==> config.mk <==
export PLATFORM = sky130hd
export DESIGN_NAME = blink_region_mux_flat
export DESIGN_NICKNAME = d
export VERILOG_FILES = /design/src/rtl/blink_region_mux_if.sv /design/src/rtl/blink_region_mux.sv /design/src/flat_wrapper.sv
export SDC_FILE = /design/constraint.sdc
export NUM_CORES = 1
export LEC_CHECK = 0
export CAP_MARGIN = 5
export CORE_MARGIN = 3
export CORE_UTILIZATION = 41
export CTS_CLUSTER_SIZE = 8
export DETAILED_ROUTE_END_ITERATION = 8
export GPL_TIMING_DRIVEN = 0
export PLACE_DENSITY = 0.83
export SETUP_SLACK_MARGIN = 0.15
export SLEW_MARGIN = 10
export SYNTH_ARGS = -nofsm -noshare
export SYNTH_HDL_FRONTEND = slang
export SYNTH_SLANG_ARGS = --single-unit
==> constraint.sdc <==
create_clock -name frame_Clk -period 2.59 [get_ports frame_Clk]
set_input_delay 0.3885 -clock frame_Clk [delete_from_list [all_inputs] [get_ports frame_Clk]]
set_output_delay 0.3885 -clock frame_Clk [all_outputs]
set_load 0.01 [all_outputs]
==> src/rtl/blink_region_mux_if.sv <==
`default_nettype none
// +-----------------------------------------------------------------------+
// | blink_region_mux_if                                                   |
// | Pixel-path, sync and region-configuration bundle for blink_region_mux |
// | Revision: 1.0                                                         |
// +-----------------------------------------------------------------------+
interface blink_region_mux_if #(
  parameter int PIXEL_W     = 5,
  parameter int COORD_W     = 10,
  parameter int NUM_REGIONS = 2,
  parameter int PERIOD_W    = 6
);
  logic                           VS;
  logic [COORD_W-1:0]             DrawX;
  logic [COORD_W-1:0]             DrawY;
  logic [1:0]                     gameState;
  logic [PIXEL_W-1:0]             pixelIn;
  logic [NUM_REGIONS-1:0]         region_en;
  logic [NUM_REGIONS-1:0]         region_inv;
  logic [NUM_REGIONS*COORD_W-1:0] region_x0;
  logic [NUM_REGIONS*COORD_W-1:0] region_x1;
  logic [NUM_REGIONS*COORD_W-1:0] region_y0;
  logic [NUM_REGIONS*COORD_W-1:0] region_y1;
  logic [PERIOD_W-1:0]            on_frames;
  logic [PERIOD_W-1:0]            off_frames;
  logic [PIXEL_W-1:0]             pixelOut;
  logic                           frame_tick;
  logic                           blink_hidden;

  modport master (
    output VS, DrawX, DrawY, gameState, pixelIn,
    output region_en, region_inv, region_x0, region_x1, region_y0, region_y1,
    output on_frames, off_frames,
    input  pixelOut, frame_tick, blink_hidden
  );

  modport slave (
    input  VS, DrawX, DrawY, gameState, pixelIn,
    input  region_en, region_inv, region_x0, region_x1, region_y0, region_y1,
    input  on_frames, off_frames,
    output pixelOut, frame_tick, blink_hidden
  );
endinterface
`default_nettype wire

==> src/rtl/blink_region_mux.sv <==
`default_nettype none
// +-----------------------------------------------------------------------+
// | blink_region_mux                                                      |
// | Frame-counted blink overlay replacing the palette index inside up to  |
// | NUM_REGIONS rectangles. Define BLINK_PIPE_EN to register pixelOut.    |
// | Revision: 1.0                                                         |
// +-----------------------------------------------------------------------+
module blink_region_mux #(
  parameter int                 PIXEL_W      = 5,
  parameter int                 COORD_W      = 10,
  parameter int                 NUM_REGIONS  = 2,
  parameter int                 PERIOD_W     = 6,
  parameter logic [PIXEL_W-1:0] FILL_INDEX   = '0,
  parameter logic [1:0]         ACTIVE_STATE = 2'b00
) (
  input  logic                frame_Clk,
  input  logic                Reset,
  blink_region_mux_if.slave   bus
);

  typedef enum logic [1:0] {
    S_FRONT = 2'd0,
    S_SYNC  = 2'd1,
    S_BACK  = 2'd2
  } sync_state_t;

  typedef enum logic [0:0] {
    B_SHOW = 1'b0,
    B_HIDE = 1'b1
  } blink_state_t;

  localparam logic [PERIOD_W:0] c_CNT_ONE = {{PERIOD_W{1'b0}}, 1'b1};

  sync_state_t            r_sync_state;
  sync_state_t            w_sync_next;
  blink_state_t           r_blink_state;
  blink_state_t           w_blink_next;
  logic [PERIOD_W-1:0]    r_cnt;
  logic [PERIOD_W-1:0]    w_cnt_next;
  logic [PERIOD_W:0]      w_cnt_inc;
  logic [PERIOD_W:0]      w_limit;
  logic                   w_frame_tick;
  logic                   w_active;
  logic                   w_hold;
  logic                   w_hidden_phase;
  logic [NUM_REGIONS-1:0] w_region_hidden;
  logic [PIXEL_W-1:0]     w_pixel;

  // Sync FSM: one SYNC cycle per VS low period, however long VS stays low
  always_ff @(posedge frame_Clk) begin
    if (Reset) begin
      r_sync_state <= S_FRONT;
    end else begin
      r_sync_state <= w_sync_next;
    end
  end

  always_comb begin
    w_sync_next = r_sync_state;
    case (r_sync_state)
      S_FRONT: if (!bus.VS) w_sync_next = S_SYNC;
      S_SYNC:  w_sync_next = S_BACK;
      S_BACK:  if (bus.VS) w_sync_next = S_FRONT;
      default: w_sync_next = S_FRONT;
    endcase
  end

  assign w_frame_tick = (r_sync_state == S_SYNC);

  assign w_active  = (bus.gameState == ACTIVE_STATE);
  assign w_hold    = !w_active || (bus.on_frames == '0) || (bus.off_frames == '0);
  // One extra bit so an all-ones limit is reachable without wrapping
  assign w_limit   = {1'b0, (r_blink_state == B_SHOW) ? bus.on_frames : bus.off_frames};
  assign w_cnt_inc = {1'b0, r_cnt} + c_CNT_ONE;

  always_ff @(posedge frame_Clk) begin
    if (Reset) begin
      r_blink_state <= B_SHOW;
      r_cnt         <= '0;
    end else begin
      r_blink_state <= w_blink_next;
      r_cnt         <= w_cnt_next;
    end
  end

  always_comb begin
    w_blink_next = r_blink_state;
    w_cnt_next   = r_cnt;
    if (w_hold) begin
      w_blink_next = B_SHOW;
      w_cnt_next   = '0;
    end else if (w_frame_tick) begin
      if (w_cnt_inc >= w_limit) begin
        w_blink_next = (r_blink_state == B_SHOW) ? B_HIDE : B_SHOW;
        w_cnt_next   = '0;
      end else begin
        w_cnt_next   = w_cnt_inc[PERIOD_W-1:0];
      end
    end
  end

  assign w_hidden_phase = (r_blink_state == B_HIDE);

  genvar gi;
  generate
    for (gi = 0; gi < NUM_REGIONS; gi++) begin : g_region
      logic [COORD_W-1:0] w_x0;
      logic [COORD_W-1:0] w_x1;
      logic [COORD_W-1:0] w_y0;
      logic [COORD_W-1:0] w_y1;
      logic               w_hit;

      assign w_x0  = bus.region_x0[gi*COORD_W +: COORD_W];
      assign w_x1  = bus.region_x1[gi*COORD_W +: COORD_W];
      assign w_y0  = bus.region_y0[gi*COORD_W +: COORD_W];
      assign w_y1  = bus.region_y1[gi*COORD_W +: COORD_W];
      // Exclusive bounds: degenerate rectangles can never hit
      assign w_hit = bus.region_en[gi]
                   && (w_x0 < bus.DrawX) && (bus.DrawX < w_x1)
                   && (w_y0 < bus.DrawY) && (bus.DrawY < w_y1);
      assign w_region_hidden[gi] = w_hit && (w_hidden_phase ^ bus.region_inv[gi]) && w_active;
    end
  endgenerate

  assign w_pixel = (|w_region_hidden) ? FILL_INDEX : bus.pixelIn;

`ifdef BLINK_PIPE_EN
  logic [PIXEL_W-1:0] r_pixel_out;

  always_ff @(posedge frame_Clk) begin
    if (Reset) begin
      r_pixel_out <= '0;
    end else begin
      r_pixel_out <= w_pixel;
    end
  end

  assign bus.pixelOut = r_pixel_out;
`else
  assign bus.pixelOut = w_pixel;
`endif

  assign bus.frame_tick   = w_frame_tick;
  assign bus.blink_hidden = w_hidden_phase;

endmodule
`default_nettype wire
==> src/flat_wrapper.sv <==
// flat-port wrapper written by rule: the top's interface ports become plain ports
module blink_region_mux_flat 
#(
  parameter int                 PIXEL_W      = 5,
  parameter int                 COORD_W      = 10,
  parameter int                 NUM_REGIONS  = 2,
  parameter int                 PERIOD_W     = 6,
  parameter logic [PIXEL_W-1:0] FILL_INDEX   = '0,
  parameter logic [1:0]         ACTIVE_STATE = 2'b00
)
  (frame_Clk, Reset, bus_VS, bus_DrawX, bus_DrawY, bus_gameState, bus_pixelIn, bus_region_en, bus_region_inv, bus_region_x0, bus_region_x1, bus_region_y0, bus_region_y1, bus_on_frames, bus_off_frames, bus_pixelOut, bus_frame_tick, bus_blink_hidden);
  blink_region_mux_if #(.PIXEL_W(PIXEL_W), .COORD_W(COORD_W), .NUM_REGIONS(NUM_REGIONS), .PERIOD_W(PERIOD_W)) bus_i ();
  input  logic frame_Clk;
  input  logic Reset;
  input wire logic [$bits(bus_i.VS)-1:0] bus_VS;
  input wire logic [$bits(bus_i.DrawX)-1:0] bus_DrawX;
  input wire logic [$bits(bus_i.DrawY)-1:0] bus_DrawY;
  input wire logic [$bits(bus_i.gameState)-1:0] bus_gameState;
  input wire logic [$bits(bus_i.pixelIn)-1:0] bus_pixelIn;
  input wire logic [$bits(bus_i.region_en)-1:0] bus_region_en;
  input wire logic [$bits(bus_i.region_inv)-1:0] bus_region_inv;
  input wire logic [$bits(bus_i.region_x0)-1:0] bus_region_x0;
  input wire logic [$bits(bus_i.region_x1)-1:0] bus_region_x1;
  input wire logic [$bits(bus_i.region_y0)-1:0] bus_region_y0;
  input wire logic [$bits(bus_i.region_y1)-1:0] bus_region_y1;
  input wire logic [$bits(bus_i.on_frames)-1:0] bus_on_frames;
  input wire logic [$bits(bus_i.off_frames)-1:0] bus_off_frames;
  output wire logic [$bits(bus_i.pixelOut)-1:0] bus_pixelOut;
  output wire logic [$bits(bus_i.frame_tick)-1:0] bus_frame_tick;
  output wire logic [$bits(bus_i.blink_hidden)-1:0] bus_blink_hidden;
  assign bus_i.VS = bus_VS;
  assign bus_i.DrawX = bus_DrawX;
  assign bus_i.DrawY = bus_DrawY;
  assign bus_i.gameState = bus_gameState;
  assign bus_i.pixelIn = bus_pixelIn;
  assign bus_i.region_en = bus_region_en;
  assign bus_i.region_inv = bus_region_inv;
  assign bus_i.region_x0 = bus_region_x0;
  assign bus_i.region_x1 = bus_region_x1;
  assign bus_i.region_y0 = bus_region_y0;
  assign bus_i.region_y1 = bus_region_y1;
  assign bus_i.on_frames = bus_on_frames;
  assign bus_i.off_frames = bus_off_frames;
  assign bus_pixelOut = bus_i.pixelOut;
  assign bus_frame_tick = bus_i.frame_tick;
  assign bus_blink_hidden = bus_i.blink_hidden;
  blink_region_mux #(.PIXEL_W(PIXEL_W), .COORD_W(COORD_W), .NUM_REGIONS(NUM_REGIONS), .PERIOD_W(PERIOD_W), .FILL_INDEX(FILL_INDEX), .ACTIVE_STATE(ACTIVE_STATE)) u_core (.frame_Clk(frame_Clk), .Reset(Reset), .bus(bus_i));
endmodule
* After elaboration in Yosys (flattened, before gate mapping)
Cells that the tools add are included. W data, S select, Z words.
Word-level totals: flip-flop bits (word level) 9, bits of input ports 126, output and inout port bits 7, word-level logic and storage cells 49
Operators by class: $add $sub $neg 1, order comparisons 9, equal/unequal tests 4, muxes and demuxes 7, bitwise gates (word level) 2, reductions and logical operators 23
Operator list (number):
- $lt A10 B10 Y1 | 8
- $logic_and A1 B1 Y1 | 12
- $logic_not A6 Y1 | 2
- $mux W6 | 2
- $add A6 B1 Y7 const B | 1
- $ge A7 B6 Y1 | 1
- $pmux W2 S3 | 1
- $mux W5 | 1
- $logic_not A2 Y1 | 2
- $mux W2 | 2
- $ne A2 B2 Y1 const B | 2
- $reduce_and A2 Y1 | 2
- $reduce_or A2 Y1 | 2
- $eq A2 B1 Y1 const B | 1
- $eq A2 B2 Y1 const B | 1
- $logic_or A1 B1 Y1 | 2
- $xor A1 B1 Y1 | 2
- $logic_not A1 Y1 | 1
- $mux W1 | 1

* Logic depth before layout (Yosys ltp)
depth in word-level cells 9, gate-level depth with buffers 9, depth with buffers taken out 9

* Least setup slack after synthesis
No wires, ideal clock.
path type register to register, start reg u_core.r_blink_state, in the netlist u_core.bus.blink_hidden, end reg u_core.r_blink_state, in the netlist u_core.bus.blink_hidden, library setup time 0.123 ns, data arrival time 2.361 ns, setup slack 0.106 ns, stages on the path, launching flop included 10, buffers on the path 1, cell sequence dfxtp_1 > buf_2 > mux2_2 > ha_1 > nand2b_1 > a21o_1 > a211o_1 > a21oi_1 > or3_1 > a21oi_1
On the way: cells in the longest elaborated chain, start to end 3, elaborated cells on any way between the ends 4
Ends and longest elaborated chain:
- start: declaration | line blink_region_mux.sv:36 | blink_state_t r_blink_state;
- start signal: assignment | line blink_region_mux.sv:81 | r_blink_state <= w_blink_next;
- $mux W6 | line blink_region_mux.sv:73 | assign w_limit = {1'b0, (r_blink_state == B_SHOW) ? bus.on_frames : bus.off_frames};
- $ge A7 B6 Y1 | line blink_region_mux.sv:93 | if (w_cnt_inc >= w_limit) begin
- $reduce_and A2 Y1 (no line)
Parallel ways exist; a longest one is shown, timed or not. A chain may end at the register's enable or synchronous reset.

* Final worst setup path
start in bus_DrawX[9], end out bus_pixelOut[1]
On the way: cells in the longest elaborated chain, start to end 9, elaborated cells on any way between the ends 18
Ends and longest elaborated chain:
- start: declaration | line flat_wrapper.sv:16 | input wire logic [$bits(bus_i.DrawX)-1:0] bus_DrawX;
- $lt A10 B10 Y1 | line blink_region_mux.sv:119 | && (w_x0 < bus.DrawX) && (bus.DrawX < w_x1)
- $logic_and A1 B1 Y1 (2 in series) | line blink_region_mux.sv:119
- $logic_and A1 B1 Y1 (2 in series) | line blink_region_mux.sv:120 | && (w_y0 < bus.DrawY) && (bus.DrawY < w_y1);
- $logic_and A1 B1 Y1 (2 in series) | line blink_region_mux.sv:121 | assign w_region_hidden[gi] = w_hit && (w_hidden_phase ^ bus.region_inv[gi]) && w_active;
- $reduce_or A2 Y1 * | line blink_region_mux.sv:125 | assign w_pixel = (|w_region_hidden) ? FILL_INDEX : bus.pixelIn;
- $mux W5 * | line blink_region_mux.sv:125
- end: declaration | line flat_wrapper.sv:28 | output wire logic [$bits(bus_i.pixelOut)-1:0] bus_pixelOut;
Mark *: on every way between the ends. The rest lies on a longest branch, timed or not.

==> impl_metrics.csv <==
group,metric,value,unit
status,status,"complete, but fails checks",
status,violations,"negative setup slack",
floorplan,num_rows,27,
floorplan,die_h,84.0,um
yosys,syn-cell-area,2490,sq um
layout,drive_gt1_share,29.8,%
timing,finalSetupViolCount,5,
route,drt_iter0_drc,93,
critical_path,max_stage_delay,540,ps
global_routing,antenna_found_initial,2,
critical_path,cp.required,2200,ps
power,combPwrFrac,66.7,%
floorplan,coreArea,5680,sq um
yosys,synthDistinctLibCells,47,
power,ir_drop,0.148,mV
timing,holdWs,436,ps
route,vias_per_cell,5.48,
route,vias,2962,
layout,finalNetCount,673,
global_routing,top_usage_layer,"met2",
timing,tns,-638,ps
timing,post-route-min-period,2730,ps
route,drt_pass1_iterations,4,
critical_path,path_cells,"buf_8, ha_4, or4b_4, a2111oi_4, nand4_2, nor4_4, buf_4, nor3b_2, buf_2",
floorplan,start_util,43.9,%
yosys,yosysWarnings,0,
job,cap_violations,0,
timing,slew-limit-headroom,72.4,%
place,place_inst,523,
worst_hold_path,hold_path_class,"flip-flop to flip-flop",
global_routing,grt_start_max_net_pins,11,
yosys,syn-num-nets,524,
timing,worstMarginPinSlew,408,ps
yosys,async_flop_share,0,%
global_routing,grt_pass1_vias,3239,
power,power_per_cell_area,204,nW/um^2
yosys,syn_inst,319,
power,p_sw_share,35.5,%
critical_path,path_buf_inv,3,
global_routing,overflow,0,
global_routing,use_met3,2.76,%
timing,finClkSkew,0.634,ps
power,p_int,0.000594,W
clock_network,htree_levels,1,
power,seqPwrFrac,15.5,%
yosys,post-synth-top-area-cell,"ha_1",
layout,areaGrowthSynthToFinish,81.0,%
yosys,synth.avg_cell_area,7.81,sq um
timing,hold_viol,0,
timing,fmax,366,MHz
clock_network,clock_latency,230,ps
yosys,synth_edf_count,0,
critical_path,startpoint_type,"input pin",
route,drc_errors,0,
yosys,synth_area_leaders,"ha_1 (40%), inv_1 (8.3%), dfxtp_1 (7.2%)",
power,clkPwrFrac,17.8,%
route,wl,9200,um
critical_path,end_kind,"output port",
yosys,ys_seq_area_share,7.23,%
critical_path,arrival,2340,ps
yosys,synth_top_area_share,39.7,%
route,postRouteAntennaNets,0,
critical_path,crit_type,"input pin to output port",
place,place_hpwl,6920,um
timing,rsz0062_at_grt,"true",
clock_network,cts-buffers-inserted,3,
critical_path,slowest_stage,"or4b_4",
timing,worst_slack,-140,ps
global_routing,grt_pass1_wl,15000,um
layout,final_area,4510,sq um
clock_network,cts_sinks,9,
clock_network,clockBufferDepth,2,
place,globalplace.congestion,0.845,
place,io_buffers,132,
timing,drv_slew,0,
floorplan,die-width,84.0,um
clock_network,cts_tree,"yes",
clock_network,cts.root.buffer_cell,"clkbuf_8",
layout,layout.cells.non_filler,541,
yosys,synth-seq-cells,9,
place,dpl_cell_area,3910,sq um
floorplan,die_area,7050,sq um
critical_path,crit_family,"simple AND/OR/NAND/NOR gates",
global_routing,met2_usage,48.8,%
floorplan,ioPinCount,133,
route,wire_per_inst,17.0,um
power,p_leak,2.03,nW
global_routing,grt_usage,25.2,%
global_routing,use_met1,28.8,%
power,switching_power,0.000327,W
yosys,synth_ff_type,"dfxtp_1",
timing,fin_crit_sh,105,%
clock_network,path_clk_slew,40,ps
critical_path,path_max_fanout,3,
routing by layer:
layer / vias up / part of all wire [%] / wire (um)
met3: 20 / 5.4 / 498
met5: - / 0 / 0
met2: 112 / 52 / 4790
met1: 1359 / 40 / 3690
met4: 0 / 2.4 / 221
li1: 1471 / - / -
cell usage after synthesis (all sizes together), types with 4 or more instances:
cell and n:
inv 56, ha 79, a21o 6, a211oi 9, nor4 4, nand2b 9, o21ai 12, nand3 17
nand4 13, dfxtp 9, nand2 15, a21oi 29, nor3 4, mux2i 5, nor2 9, nor3b 5
power groups by stage:
stage          clock, W  combinational, W  sequential (W)
2_1_floorplan         0          0.000217        0.000145
3_3_place_gp          0          0.000478        0.000145
3_5_place_dp          0          0.000494        0.000145
4_1_cts        0.000166          0.000575        0.000143
5_1_grt        0.000170          0.000671        0.000143
6_report       0.000164          0.000614        0.000143
per-stage QoR:
step / setup WS (ps) / util, % / power (W)
after global placement: -996 / 68.8 / 0.000624
after global routing: -180 / 79.5 / 0.000984
final: -140 / 79.5 / 0.000921
after CTS: -69.8 / 77.2 / 0.000884
after floorplan: 173 / - / 0.000362
after detailed placement: -1070 / 68.8 / 0.000640
cells in the final DEF (no fill, tap or decap), drive strengths merged, types with 3 or more instances in the layout:
master and instances:
nor3 4, dlymetal6s2s 3, nand2b 9, clkdlybuf4s50 66
o21ai 12, a21oi 29, buf 35, nor3b 5
clkbuf 6, xor2 3, nand3 17, mux2i 5
dfxtp 9, nor4 4, and3 3, ha 79
clkdlybuf4s15 10, nand2 15, a21o 6, xnor2 3
a211oi 9, dlygate4sd2 30, nor2 9, nand4 13
inv 56
kinds of logic after synthesis:
group	after synthesis	share of synthesized area [%]
AOI/OAI and AO/OA	72	19.0
xor gates and xnor gates	6	2.11
adders and majority gates	79	39.7
buffers and inverters	58	8.79
DFF	9	7.23
muxes	6	2.46
and+or+nand+nor	89	20.7
worst reg2reg max path, cell delays in order, from the launching register on:
cell and delay (ps):
dfxtp_1 330, buf_6 140, mux2_2 350, ha_1 260, nand2b_1 140, a21o_1 190
a211o_4 350, a221o_1 360, a21oi_1 140
flip-flops by register name, summed over array words and instances, names as in the netlist:
| name | flops |
|---|---|
| u_core.bus.blink_hidden | 1 |
| u_core.r_cnt | 6 |
| u_core.r_sync_state | 2 |
final cells by class:
type	count	area, sq um
tap	72	90.1
buffer	2	15.0
fill	391	1170
inverter	56	220
antenna	2	5.00
timing repair buffer	144	1310
clock buffer	4	45.0
sequential	9	180
multi-input combinational	252	2650
timing repair:
item / in CTS / in global routing
cloned: 0 / 0
hold buffers: 0 / 0
endpoints found under the setup margin: 12 / 12
setup buffers: 9 / 3
resized for setup: 237 / 25
pin swaps: 70 / 22
path summary, 6_finish.rpt:
path,to,depth (start not counted),slack [ps],startpoint
max,bus_pixelOut[1],9,-140,bus_DrawX[9]
max reg2reg,u_core.r_cnt[4],8,250,u_core.bus.blink_hidden
min,u_core.r_sync_state[0],1,440,u_core.r_sync_state[1]
min reg2reg,u_core.r_sync_state[0],1,440,u_core.r_sync_state[1]
Power figures use the tool's default switching activity.
